==> config.mk <==
export PLATFORM = sky130hd
export DESIGN_NAME = fetch_sequencer_flat
export DESIGN_NICKNAME = d
export VERILOG_FILES = /design/src/rtl/fetch_pkg.sv /design/src/rtl/fetch_sequencer_if.sv /design/src/rtl/pc_shadow_reg.sv /design/src/rtl/fetch_sequencer.sv /design/src/flat_wrapper.sv
export SDC_FILE = /design/constraint.sdc
export NUM_CORES = 1
export LEC_CHECK = 0
export CAP_MARGIN = 10
export CELL_PAD_IN_SITES_DETAIL_PLACEMENT = 0
export CELL_PAD_IN_SITES_GLOBAL_PLACEMENT = 1
export CORE_ASPECT_RATIO = 2
export CORE_MARGIN = 5
export CORE_UTILIZATION = 34
export DETAILED_ROUTE_END_ITERATION = 8
export GPL_TIMING_DRIVEN = 0
export PLACE_DENSITY = 0.87
export SLEW_MARGIN = 10
export SYNTH_ARGS = -nofsm -noshare
export SYNTH_HDL_FRONTEND = slang
export SYNTH_SLANG_ARGS = --single-unit
==> constraint.sdc <==
create_clock -name Clk -period 2 [get_ports Clk]
set_input_delay 0.6 -clock Clk [delete_from_list [all_inputs] [get_ports Clk]]
set_output_delay 0.6 -clock Clk [all_outputs]
set_load 0.02 [all_outputs]
==> src/rtl/fetch_pkg.sv <==
`default_nettype none
// +------------------------------------------------------------------+
// | fetch_pkg                                                        |
// | Shared state encoding and default widths for the fetch sequencer.|
// | Revision: 1.0                                                    |
// +------------------------------------------------------------------+
package fetch_pkg;

  localparam int         DEFAULT_ADDR_W  = 12;
  localparam logic [3:0] DEFAULT_HALT_OP = 4'hF;

  typedef enum logic [2:0] {
    IDLE    = 3'd0,
    FETCH   = 3'd1,
    DECODE  = 3'd2,
    ADVANCE = 3'd3,
    HALT    = 3'd4
  } state_t;

endpackage
`default_nettype wire

==> src/rtl/fetch_sequencer_if.sv <==
`default_nettype none
// +------------------------------------------------------------------+
// | fetch_sequencer_if                                               |
// | Host/datapath bundle around the fetch sequencer.                 |
// | Optional FETCH_BKPT_EN adds bkpt_addr / bkpt_arm.                |
// | Revision: 1.0                                                    |
// +------------------------------------------------------------------+
interface fetch_sequencer_if #(
  parameter int ADDR_W = fetch_pkg::DEFAULT_ADDR_W
);
  logic              start;
  logic              step_mode;
  logic              resume;
  logic              jump_req;
  logic [ADDR_W-1:0] jump_addr;
  logic [3:0]        opcode;
  logic [3:0]        operand;
  logic              pc_en;
  logic              pc_load;
  logic [ADDR_W-1:0] pc_load_val;
  logic              fetch_en;
  logic              instr_valid;
  logic [ADDR_W-1:0] pc_shadow;
  logic              busy;
  logic              halted;
`ifdef FETCH_BKPT_EN
  logic [ADDR_W-1:0] bkpt_addr;
  logic              bkpt_arm;

  modport master (
    output start, step_mode, resume, jump_req, jump_addr, opcode, operand,
           bkpt_addr, bkpt_arm,
    input  pc_en, pc_load, pc_load_val, fetch_en, instr_valid, pc_shadow,
           busy, halted
  );
  // operand is carried beside opcode for the host and is never decoded
  modport slave (
    input  start, step_mode, resume, jump_req, jump_addr, opcode,
           bkpt_addr, bkpt_arm,
    output pc_en, pc_load, pc_load_val, fetch_en, instr_valid, pc_shadow,
           busy, halted
  );
`else
  modport master (
    output start, step_mode, resume, jump_req, jump_addr, opcode, operand,
    input  pc_en, pc_load, pc_load_val, fetch_en, instr_valid, pc_shadow,
           busy, halted
  );
  modport slave (
    input  start, step_mode, resume, jump_req, jump_addr, opcode,
    output pc_en, pc_load, pc_load_val, fetch_en, instr_valid, pc_shadow,
           busy, halted
  );
`endif
endinterface
`default_nettype wire

==> src/rtl/pc_shadow_reg.sv <==
`default_nettype none
// +------------------------------------------------------------------+
// | pc_shadow_reg                                                    |
// | PC copy with increment and load; increment wins, like the counter|
// | Revision: 1.0                                                    |
// +------------------------------------------------------------------+
module pc_shadow_reg #(
  parameter int WIDTH = fetch_pkg::DEFAULT_ADDR_W
) (
  input  wire logic             clk,
  input  wire logic             rst_n,
  input  wire logic             inc_i,
  input  wire logic             load_i,
  input  wire logic [WIDTH-1:0] load_val_i,
  output logic      [WIDTH-1:0] pc_o
);
  logic [WIDTH-1:0] pc_q;
  logic [WIDTH-1:0] pc_d;

  always_comb begin
    pc_d = pc_q;
    if (inc_i) begin
      pc_d = pc_q + WIDTH'(1);
    end else if (load_i) begin
      pc_d = load_val_i;
    end
  end

  always_ff @(posedge clk or negedge rst_n) begin
    if (!rst_n) begin
      pc_q <= '0;
    end else begin
      pc_q <= pc_d;
    end
  end

  assign pc_o = pc_q;
endmodule
`default_nettype wire

==> src/rtl/fetch_sequencer.sv <==
`default_nettype none
// +------------------------------------------------------------------+
// | fetch_sequencer                                                  |
// | FETCH -> DECODE -> ADVANCE control for the PC/ROM/fetch datapath.|
// | Optional breakpoint on FETCH entry: define FETCH_BKPT_EN.        |
// | Revision: 1.0                                                    |
// +------------------------------------------------------------------+
module fetch_sequencer
  import fetch_pkg::*;
#(
  parameter logic [3:0] HALT_OP = DEFAULT_HALT_OP,
  parameter int         ADDR_W  = DEFAULT_ADDR_W
) (
  input wire logic         Clk,
  input wire logic         reset,
  fetch_sequencer_if.slave bus
);
  state_t            state_q, state_d;
  logic              fetch_en_q, fetch_en_d;
  logic              instr_valid_q, instr_valid_d;
  logic              pc_en_q, pc_en_d;
  logic              pc_load_q, pc_load_d;
  logic [ADDR_W-1:0] pc_load_val_q, pc_load_val_d;
  logic              busy_q, busy_d;
  logic              halted_q, halted_d;
  logic              advance_d;
  logic [ADDR_W-1:0] pc_q;
`ifdef FETCH_BKPT_EN
  logic              bkpt_skip_q, bkpt_skip_d;
  logic              bkpt_hit;
  logic [ADDR_W-1:0] pc_next;

  // PC value the next FETCH would present, after this cycle's strobe lands
  always_comb begin
    pc_next = pc_q;
    if (pc_en_q) begin
      pc_next = pc_q + ADDR_W'(1);
    end else if (pc_load_q) begin
      pc_next = pc_load_val_q;
    end
  end
`endif

  always_comb begin
    state_d       = state_q;
    pc_load_val_d = pc_load_val_q;
`ifdef FETCH_BKPT_EN
    bkpt_skip_d   = bkpt_skip_q;
    bkpt_hit      = 1'b0;
`endif
    case (state_q)
      IDLE:    if (bus.start) state_d = FETCH;
      FETCH:   state_d = DECODE;
      DECODE:  state_d = (bus.opcode == HALT_OP) ? HALT : ADVANCE;
      ADVANCE: state_d = bus.step_mode ? IDLE : FETCH;
      HALT:    if (bus.resume) state_d = IDLE;
      default: state_d = IDLE;
    endcase
`ifdef FETCH_BKPT_EN
    if (state_d == FETCH) begin
      bkpt_hit    = bus.bkpt_arm && (pc_next == bus.bkpt_addr) && !bkpt_skip_q;
      bkpt_skip_d = bkpt_hit;
      if (bkpt_hit) state_d = HALT;
    end
`endif
    // Outputs are registered, so they are decoded from the state being entered
    advance_d     = (state_q == DECODE) && (state_d == ADVANCE);
    pc_en_d       = advance_d && !bus.jump_req;
    pc_load_d     = advance_d && bus.jump_req;
    if (pc_load_d) pc_load_val_d = bus.jump_addr;
    fetch_en_d    = (state_d == FETCH);
    instr_valid_d = (state_d == DECODE);
    busy_d        = (state_d != IDLE) && (state_d != HALT);
    halted_d      = (state_d == HALT);
  end

  always_ff @(posedge Clk or negedge reset) begin
    if (!reset) begin
      state_q       <= IDLE;
      fetch_en_q    <= 1'b0;
      instr_valid_q <= 1'b0;
      pc_en_q       <= 1'b0;
      pc_load_q     <= 1'b0;
      pc_load_val_q <= '0;
      busy_q        <= 1'b0;
      halted_q      <= 1'b0;
`ifdef FETCH_BKPT_EN
      bkpt_skip_q   <= 1'b0;
`endif
    end else begin
      state_q       <= state_d;
      fetch_en_q    <= fetch_en_d;
      instr_valid_q <= instr_valid_d;
      pc_en_q       <= pc_en_d;
      pc_load_q     <= pc_load_d;
      pc_load_val_q <= pc_load_val_d;
      busy_q        <= busy_d;
      halted_q      <= halted_d;
`ifdef FETCH_BKPT_EN
      bkpt_skip_q   <= bkpt_skip_d;
`endif
    end
  end

  pc_shadow_reg #(.WIDTH(ADDR_W)) u_pc_shadow (
    .clk        (Clk),
    .rst_n      (reset),
    .inc_i      (pc_en_q),
    .load_i     (pc_load_q),
    .load_val_i (pc_load_val_q),
    .pc_o       (pc_q)
  );

  assign bus.pc_en       = pc_en_q;
  assign bus.pc_load     = pc_load_q;
  assign bus.pc_load_val = pc_load_val_q;
  assign bus.fetch_en    = fetch_en_q;
  assign bus.instr_valid = instr_valid_q;
  assign bus.pc_shadow   = pc_q;
  assign bus.busy        = busy_q;
  assign bus.halted      = halted_q;
endmodule
`default_nettype wire

==> src/flat_wrapper.sv <==
// flat-port wrapper written by rule: the top's interface ports become plain ports
module fetch_sequencer_flat import fetch_pkg::*;
#(
  parameter logic [3:0] HALT_OP = DEFAULT_HALT_OP,
  parameter int         ADDR_W  = DEFAULT_ADDR_W
)
  (Clk, reset, bus_start, bus_step_mode, bus_resume, bus_jump_req, bus_jump_addr, bus_opcode, bus_pc_en, bus_pc_load, bus_pc_load_val, bus_fetch_en, bus_instr_valid, bus_pc_shadow, bus_busy, bus_halted);
  fetch_sequencer_if #(.ADDR_W(ADDR_W)) bus_i ();
  input wire logic Clk;
  input wire logic reset;
  input wire logic [$bits(bus_i.start)-1:0] bus_start;
  input wire logic [$bits(bus_i.step_mode)-1:0] bus_step_mode;
  input wire logic [$bits(bus_i.resume)-1:0] bus_resume;
  input wire logic [$bits(bus_i.jump_req)-1:0] bus_jump_req;
  input wire logic [$bits(bus_i.jump_addr)-1:0] bus_jump_addr;
  input wire logic [$bits(bus_i.opcode)-1:0] bus_opcode;
  output wire logic [$bits(bus_i.pc_en)-1:0] bus_pc_en;
  output wire logic [$bits(bus_i.pc_load)-1:0] bus_pc_load;
  output wire logic [$bits(bus_i.pc_load_val)-1:0] bus_pc_load_val;
  output wire logic [$bits(bus_i.fetch_en)-1:0] bus_fetch_en;
  output wire logic [$bits(bus_i.instr_valid)-1:0] bus_instr_valid;
  output wire logic [$bits(bus_i.pc_shadow)-1:0] bus_pc_shadow;
  output wire logic [$bits(bus_i.busy)-1:0] bus_busy;
  output wire logic [$bits(bus_i.halted)-1:0] bus_halted;
  assign bus_i.start = bus_start;
  assign bus_i.step_mode = bus_step_mode;
  assign bus_i.resume = bus_resume;
  assign bus_i.jump_req = bus_jump_req;
  assign bus_i.jump_addr = bus_jump_addr;
  assign bus_i.opcode = bus_opcode;
  assign bus_pc_en = bus_i.pc_en;
  assign bus_pc_load = bus_i.pc_load;
  assign bus_pc_load_val = bus_i.pc_load_val;
  assign bus_fetch_en = bus_i.fetch_en;
  assign bus_instr_valid = bus_i.instr_valid;
  assign bus_pc_shadow = bus_i.pc_shadow;
  assign bus_busy = bus_i.busy;
  assign bus_halted = bus_i.halted;
  fetch_sequencer #(.HALT_OP(HALT_OP), .ADDR_W(ADDR_W)) u_core (.Clk(Clk), .reset(reset), .bus(bus_i));
endmodule
==> flow_summary.json, run 1 <==
{
  "outcome": "complete, no violations",
  "layout_min_cycle_time_ns": 1.954,
  "areaGrowthSynthToFinish_pct": 47.06,
  "crit_chain": "clkdlybuf4s50_1",
  "ys_ff_latch": 33,
  "slowest_delay_ns": 0.64,
  "cts-root-buf": "clkbuf_8",
  "final_cell_mix": "clkdlybuf4s50_1, dfrtp_1, nor2_1, nand2_1",
  "cp.depth": 1,
  "vias": 1300,
  "max_freq_mhz": 511.9,
  "async_reset_ff_frac": 1.000,
  "cts_tree": "done",
  "worstMarginPinSlew_ns": 0.7311,
  "wire_per_inst_um": 15.91,
  "ff2ff_path_depth": 5,
  "hold_viol_final": 0,
  "drc_errors": 0,
  "reg2reg_from": "u_core.u_pc_shadow.pc_o[0]$_DFFE_PN0P_",
  "synth_edf_count": 0,
  "syn_nets": 158,
  "start_kind": "register",
  "diodes": 0,
  "syn_area_sq_mm": 0.001531,
  "final_nets": 219,
  "reg2reg_to": "u_core.u_pc_shadow.pc_o[10]$_DFFE_PN0P_",
  "place.port_buffers": 51,
  "synth_ff_type": "dfrtp_1",
  "syn_inst": 135,
  "start_util": 0.3495,
  "ctsHoldBuffers": 0,
  "synth_area_per_cell_sq_um": 11.34,
  "path_max_fanout": 4,
  "critical_path_class": "reg2out",
  "r2r_slack_ns": 0.25,
  "timing.final.crit_share": 0.9768,
  "clk_pin_slew_ns": 0.07,
  "die_width_um": 57.46,
  "core_sq_mm": 0.004382,
  "drt_iter0_drc": 47,
  "ant_nets": 0,
  "rsz0062_at_grt": "false",
  "row_count": 34,
  "clk-insertion-delay-late_ns": 0.28,
  "dr.pass1.iters": 4,
  "antenna_found_initial": 0,
  "crit_slowest_cell": "clkdlybuf4s50_1",
  "die_area_sq_mm": 0.006028,
  "yosys_warnings": 0,
  "grt_pass1_vias": 1290,
  "cts_buffer_depth": 2,
  "seq_area_frac_synth": 0.5392,
  "setup_violations": 0,
  "setup_tns_ns": 0,
  "endpoint_kind": "primary output",
  "hpwl_um": 2863,
  "final_common_cell": "clkdlybuf4s50_1",
  "num-fill-cells": 424,
  "drv_cap": 0,
  "numCtsBuffers": 5,
  "drive_gt1_frac": 0.1531,
  "grt_pass1_wl_um": 6334,
  "skew_ns": 0.005640,
  "finalPower_mw": 3.650,
  "required_ns": 1.40,
  "power.leakage_nw": 1.023,
  "cp_top_family": "buffers and inverters",
  "report.final.slew_viol_count": 0,
  "ios": 52,
  "gp_congestion": 0.7836,
  "final_util": 0.5140,
  "ctsHtreeMaxLevel": 2,
  "peakVddDrop_mv": 1.019,
  "min_path_type": "in2async",
  "grt_max_degree": 34,
  "totalWireLength_um": 3977,
  "grt_overflow": 0,
  "worst-path-buf-inv": 1,
  "cp.arrival_ns": 1.35,
  "via_per_inst": 5.200,
  "slew_headroom": 0.5126,
  "cts_num_sinks": 33,
  "powerDensity_mw_per_mm2": 1621,
  "ys_types": 37,
  "grt_usage": 0.1375,
  "die_y_um": 104.9
}
[per-stage QoR]
stage / hold WS (ns) / instances / setup slack, ns / instance area [sq um]
floorplan: 0.3044 / 135 / 0.2520 / 1531
global placement: 0.5200 / 240 / -0.3831 / 2110
detailed placement: 0.5240 / 240 / -0.3222 / 2105
CTS: 0.4118 / 250 / 0.002358 / 2240
global route: 0.4602 / 250 / 0.01750 / 2252
finish: 0.3811 / 250 / 0.04638 / 2252
[metal layers]
metal	share of wire	GRT usage	routed length, um
met2	0.56	0.2500	2238
met4	0.033	0.07131	130
met3	0.068	0.03704	271
met5	0	0	0
met1	0.34	0.1357	1338
[worst register-to-register path: stages (launching register included)]
cell	delay, ns
dfrtp_1	0.47
ha_1	0.25
nand2_1	0.13
or4_1	0.59
nand3_1	0.11
o211ai_1	0.09
[where the power goes]
part	internal, mW	total [mW]	switching [mW]
clock network	0.273	0.501	0.229
registers	0.974	1.34	0.368
logic	0.966	1.81	0.840
[synth_stat cells, types with 2 or more instances]
library cell	instances	area, sq um
nor3_1	6	30.03
a211oi_1	2	15.01
clkbuf_1	2	7.510
nor2b_1	4	25.02
nand2b_1	2	12.51
mux2_4	9	135.1
o21a_1	2	15.01
mux2_2	4	45.04
nand4_1	2	12.51
or3_1	2	12.51
dfrtp_1	33	825.8
a21oi_1	6	30.03
inv_1	4	15.01
nand2_1	10	37.54
o22ai_1	3	18.77
nand3_1	7	35.03
mux2i_1	2	20.02
or2_2	2	12.51
o21ai_0	2	10.01
nor2_1	13	48.80
o211ai_1	2	15.01
[cells by family (layout without fill, tap and decap cells)]
logic type / after synthesis / in the layout / synth area share
simple gates: 56 / 56 / 0.1994
flops: 33 / 33 / 0.5392
compound gates: 22 / 22 / 0.09477
mux: 15 / 15 / 0.1307
buf+inv: 7 / 68 / 0.02206
fa+ha+maj: 1 / 1 / 0.008169
xor+xnor: 1 / 1 / 0.005720
[worst max path at each step]
stage	start	to	slack [ns]
after floorplan	bus_opcode[2]	u_core.bus.pc_load_val[10]$_DFFE_PN0P_	0.25
final	u_core.u_pc_shadow.pc_o[10]$_DFFE_PN0P_	bus_pc_shadow[10]	0.05
after detailed placement	bus_opcode[2]	u_core.bus.pc_load_val[3]$_DFFE_PN0P_	-0.32
after global placement	reset	u_core.bus.halted$_DFF_PN0_	-0.38
after global routing	u_core.u_pc_shadow.pc_o[9]$_DFFE_PN0P_	bus_pc_shadow[9]	0.02
after CTS	u_core.u_pc_shadow.pc_o[6]$_DFFE_PN0P_	bus_pc_shadow[6]	0.002
[cell type report]
cell class / count / area, sq um / share of cell area
Timing Repair Buffer: 54 / 558.0 / 0.2478
Sequential cell: 33 / 825.8 / 0.3667
Clock buffer: 7 / 86.33 / 0.03833
Inverter: 4 / 15.01 / 0.006667
Buffer: 3 / 27.53 / 0.01222
Multi-Input combinational cell: 95 / 671.9 / 0.2983
Tap cell: 54 / 67.56 / 0.03000
[what timing repair did]
item | 4_1_cts | 5_1_grt
setup endpoints to repair | 14 | 5
buffers inserted | 2 | 0
pin swaps | 3 | 0
resized for setup | 12 | 5
cloned | 1 | 0
[flip-flops by register name, summed over array words and instances, names as in the netlist]
name                     count
u_core.state_q               3
u_core.bus.halted            1
u_core.bus.busy              1
u_core.bus.pc_en             1
u_core.bus.pc_load_val      12
u_core.u_pc_shadow.pc_o     12
u_core.bus.pc_load           1
u_core.bus.instr_valid       1
u_core.bus.fetch_en          1
Power figures use the tool's default switching activity.
==> run 2: changes to the inputs <==
--- a/config.mk
+++ b/config.mk
@@ -10,11 +10,13 @@
 export CELL_PAD_IN_SITES_GLOBAL_PLACEMENT = 1
 export CORE_ASPECT_RATIO = 2
 export CORE_MARGIN = 5
-export CORE_UTILIZATION = 34
+export CORE_UTILIZATION = 35
 export DETAILED_ROUTE_END_ITERATION = 8
+export GPL_ROUTABILITY_DRIVEN = 0
 export GPL_TIMING_DRIVEN = 0
-export PLACE_DENSITY = 0.87
+export PLACE_DENSITY = 0.88
 export SLEW_MARGIN = 10
 export SYNTH_ARGS = -nofsm -noshare
 export SYNTH_HDL_FRONTEND = slang
+export SYNTH_HIERARCHICAL = 1
 export SYNTH_SLANG_ARGS = --single-unit
==> flow_summary.json, run 2 <==
{
  "r2r_slack_ns": 0.46,
  "core_sq_mm": 0.004339,
  "die_area_sq_mm": 0.005945,
  "ant_nets": 0,
  "required_ns": 1.40,
  "layout_min_cycle_time_ns": 1.941,
  "path_max_fanout": 4,
  "final_util": 0.5185,
  "setup_tns_ns": 0,
  "dr.pass1.iters": 3,
  "final_nets": 212,
  "ff2ff_path_depth": 5,
  "ys_types": 37,
  "clk_pin_slew_ns": 0.07,
  "ios": 52,
  "synth_most_common_cell": "dfrtp_1",
  "whs_ns": 0.3744,
  "worstMarginPinSlew_ns": 0.7189,
  "cts_num_sinks": 33,
  "seq_area_frac_synth": 0.5323,
  "slew_headroom": 0.5207,
  "synth_area_per_cell_sq_um": 11.84,
  "synth_top_family_by_area": "simple AND/OR/NAND/NOR gates",
  "min_path_type": "in2async",
  "antenna_found_initial": 0,
  "cts-root-buf": "clkbuf_8",
  "syn_area_sq_mm": 0.001551,
  "yosysTopAreaCell": "dfrtp_1",
  "totalWireLength_um": 3714,
  "max_freq_mhz": 515.1,
  "synth.cells.most_frequent": "dfrtp_1, nor2_1, mux2_4",
  "via_per_inst": 5.012,
  "rsz0062_at_grt": "false",
  "reg2reg_to": "u_core/u_pc_shadow/pc_o[10]$_DFFE_PN0P_",
  "final_cell_mix": "clkdlybuf4s50_1, dfrtp_1, nor2_1, mux2_4",
  "grt_pass1_vias": 1339,
  "skew_ns": 0.004077,
  "timing.final.crit_share": 0.9707,
  "met1_length_um": 1288,
  "dpl_cell_area_sq_mm": 0.002125,
  "yosys.area_share.simple": 0.1815,
  "reg2reg_from": "u_core/u_pc_shadow/pc_o[0]$_DFFE_PN0P_",
  "setup_violations": 0,
  "clk-insertion-delay-late_ns": 0.28,
  "start_kind": "register",
  "start_util": 0.3576,
  "diodes": 0,
  "worst-path-buf-inv": 1,
  "finalPower_mw": 3.787,
  "place.port_buffers": 51,
  "muxShareOfSynthArea": 0.1218,
  "cp.arrival_ns": 1.34,
  "report.final.slew_viol_count": 0,
  "ys_ff_latch": 33,
  "syn_inst": 131,
  "crit_chain": "clkdlybuf4s50_1",
  "dr_wl_met2_um": 2167,
  "hpwl_um": 2917,
  "row_count": 34,
  "endpoint_kind": "primary output",
  "final_common_cell": "clkdlybuf4s50_1",
  "grt_pass1_wl_um": 6099,
  "areaGrowthSynthToFinish_pct": 45.00,
  "synth-compound-area-share": 0.1121,
  "synth_ff_type": "dfrtp_1",
  "crit_slowest_cell": "clkdlybuf4s50_1",
  "outcome": "complete, no violations",
  "drive_gt1_frac": 0.1632,
  "power.leakage_nw": 0.9817,
  "die_y_um": 104.2,
  "wire_per_inst_um": 15.22,
  "powerDensity_mw_per_mm2": 1683,
  "grt_max_degree": 34,
  "grt_usage": 0.1321,
  "critical_path_class": "reg2out",
  "synth_top_area_frac": 0.5323,
  "syn_nets": 154,
  "die_width_um": 57.08,
  "slowest_delay_ns": 0.63,
  "peakVddDrop_mv": 0.9536,
  "synth_area_leaders": "dfrtp_1, mux2_4, a211oi_1",
  "cts_buffer_depth": 2,
  "hold_viol_final": 0,
  "drv_cap": 0,
  "top_layer": "met4",
  "ctsHtreeMaxLevel": 2,
  "synth_adder_area_share": 0.008065,
  "vias": 1223,
  "synth-xor-area-share": 0.01129,
  "grt_overflow": 0,
  "cts_tree": "done",
  "yosys_warnings": 6,
  "numCtsBuffers": 5,
  "cts_setup_buffers": 0,
  "synth_edf_count": 0,
  "wl_met3_um": 195,
  "cp_top_family": "buffers and inverters",
  "num-fill-cells": 438,
  "design_area_sq_mm": 0.002250,
  "drt_iter0_drc": 16,
  "drc_errors": 0,
  "async_reset_ff_frac": 1.000
}
run 2: final cells by class:
type	instances	area (sq um)	share of cell area
plain buffers	4	25.02	0.01112
repair buffers	51	514.2	0.2286
clock inverters	1	30.03	0.01335
inverters	7	26.28	0.01168
flip-flops and latches	33	825.8	0.3671
clock buffers	7	86.33	0.03838
well taps	54	67.56	0.03003
multi-input cells	87	674.4	0.2998
run 2: cells by family after synthesis:
family / Yosys count
XOR/XNOR: 2
multiplexers: 14
flip-flops: 33
AND/OR/NAND/NOR: 45
AO/OA/AOI/OAI: 25
adder cells (fa/ha/maj): 1
buffers and inverters: 11
run 2: per-stage QoR:
stage | std cells | worst slack, ns
finish | 244 | 0.05857
floorplan | 131 | 0.4785
detailed placement | 236 | -0.1290
CTS | 244 | 0.002443
global route | 244 | 0.01063
global placement | 236 | -0.3177
run 2: worst max path at each step:
stage / to / depth (start not counted) / start
after detailed placement: u_core/bus.pc_load_val[10]$_DFFE_PN0P_ / 5 / bus_opcode[3]
after floorplan: u_core/bus.pc_load_val[0]$_DFFE_PN0P_ / 4 / bus_opcode[2]
after CTS: bus_pc_shadow[7] / 1 / u_core/u_pc_shadow/pc_o[7]$_DFFE_PN0P_
after global routing: bus_pc_shadow[0] / 1 / u_core/u_pc_shadow/pc_o[0]$_DFFE_PN0P_
final: bus_pc_shadow[5] / 1 / u_core/u_pc_shadow/pc_o[5]$_DFFE_PN0P_
after global placement: u_core/bus.pc_load_val[2]$_DFFE_PN0P_ / 1 / reset
run 2: worst register-to-register path, cell delays in order (launching register included):
cell and delay (ns):
dfrtp_1 0.43, ha_1 0.24, nand3_1 0.20, nor3_1 0.30
nor3_1 0.07, a211oi_1 0.21
run 2: repair_timing:
action                                  in CTS  in global routing
pin swaps                                    0                  0
resized for setup                            1                  4
endpoints found under the setup margin       1                  4
hold buffers                                 0                  0
run 2: routing by layer:
| layer | GRT usage | vias up |
|---|---|---|
| met4 | 0.05473 | 0 |
| met1 | 0.1205 | 594 |
| met3 | 0.03851 | 7 |
| li1 | - | 588 |
| met5 | 0 | - |
| met2 | 0.2553 | 34 |
run 2: power by group:
part	total, mW	switching (mW)	internal (mW)
Sequential	1.31	0.329	0.977
Combinational	1.85	0.911	0.934
Clock	0.636	0.230	0.406
==> run 3: changes to the inputs <==
--- a/config.mk
+++ b/config.mk
@@ -5,7 +5,7 @@
 export SDC_FILE = /design/constraint.sdc
 export NUM_CORES = 1
 export LEC_CHECK = 0
-export CAP_MARGIN = 10
+export CAP_MARGIN = 40
 export CELL_PAD_IN_SITES_DETAIL_PLACEMENT = 0
 export CELL_PAD_IN_SITES_GLOBAL_PLACEMENT = 1
 export CORE_ASPECT_RATIO = 2
==> results of run 3 <==
Final layout, timing and power as in run 2 (identical DEF).
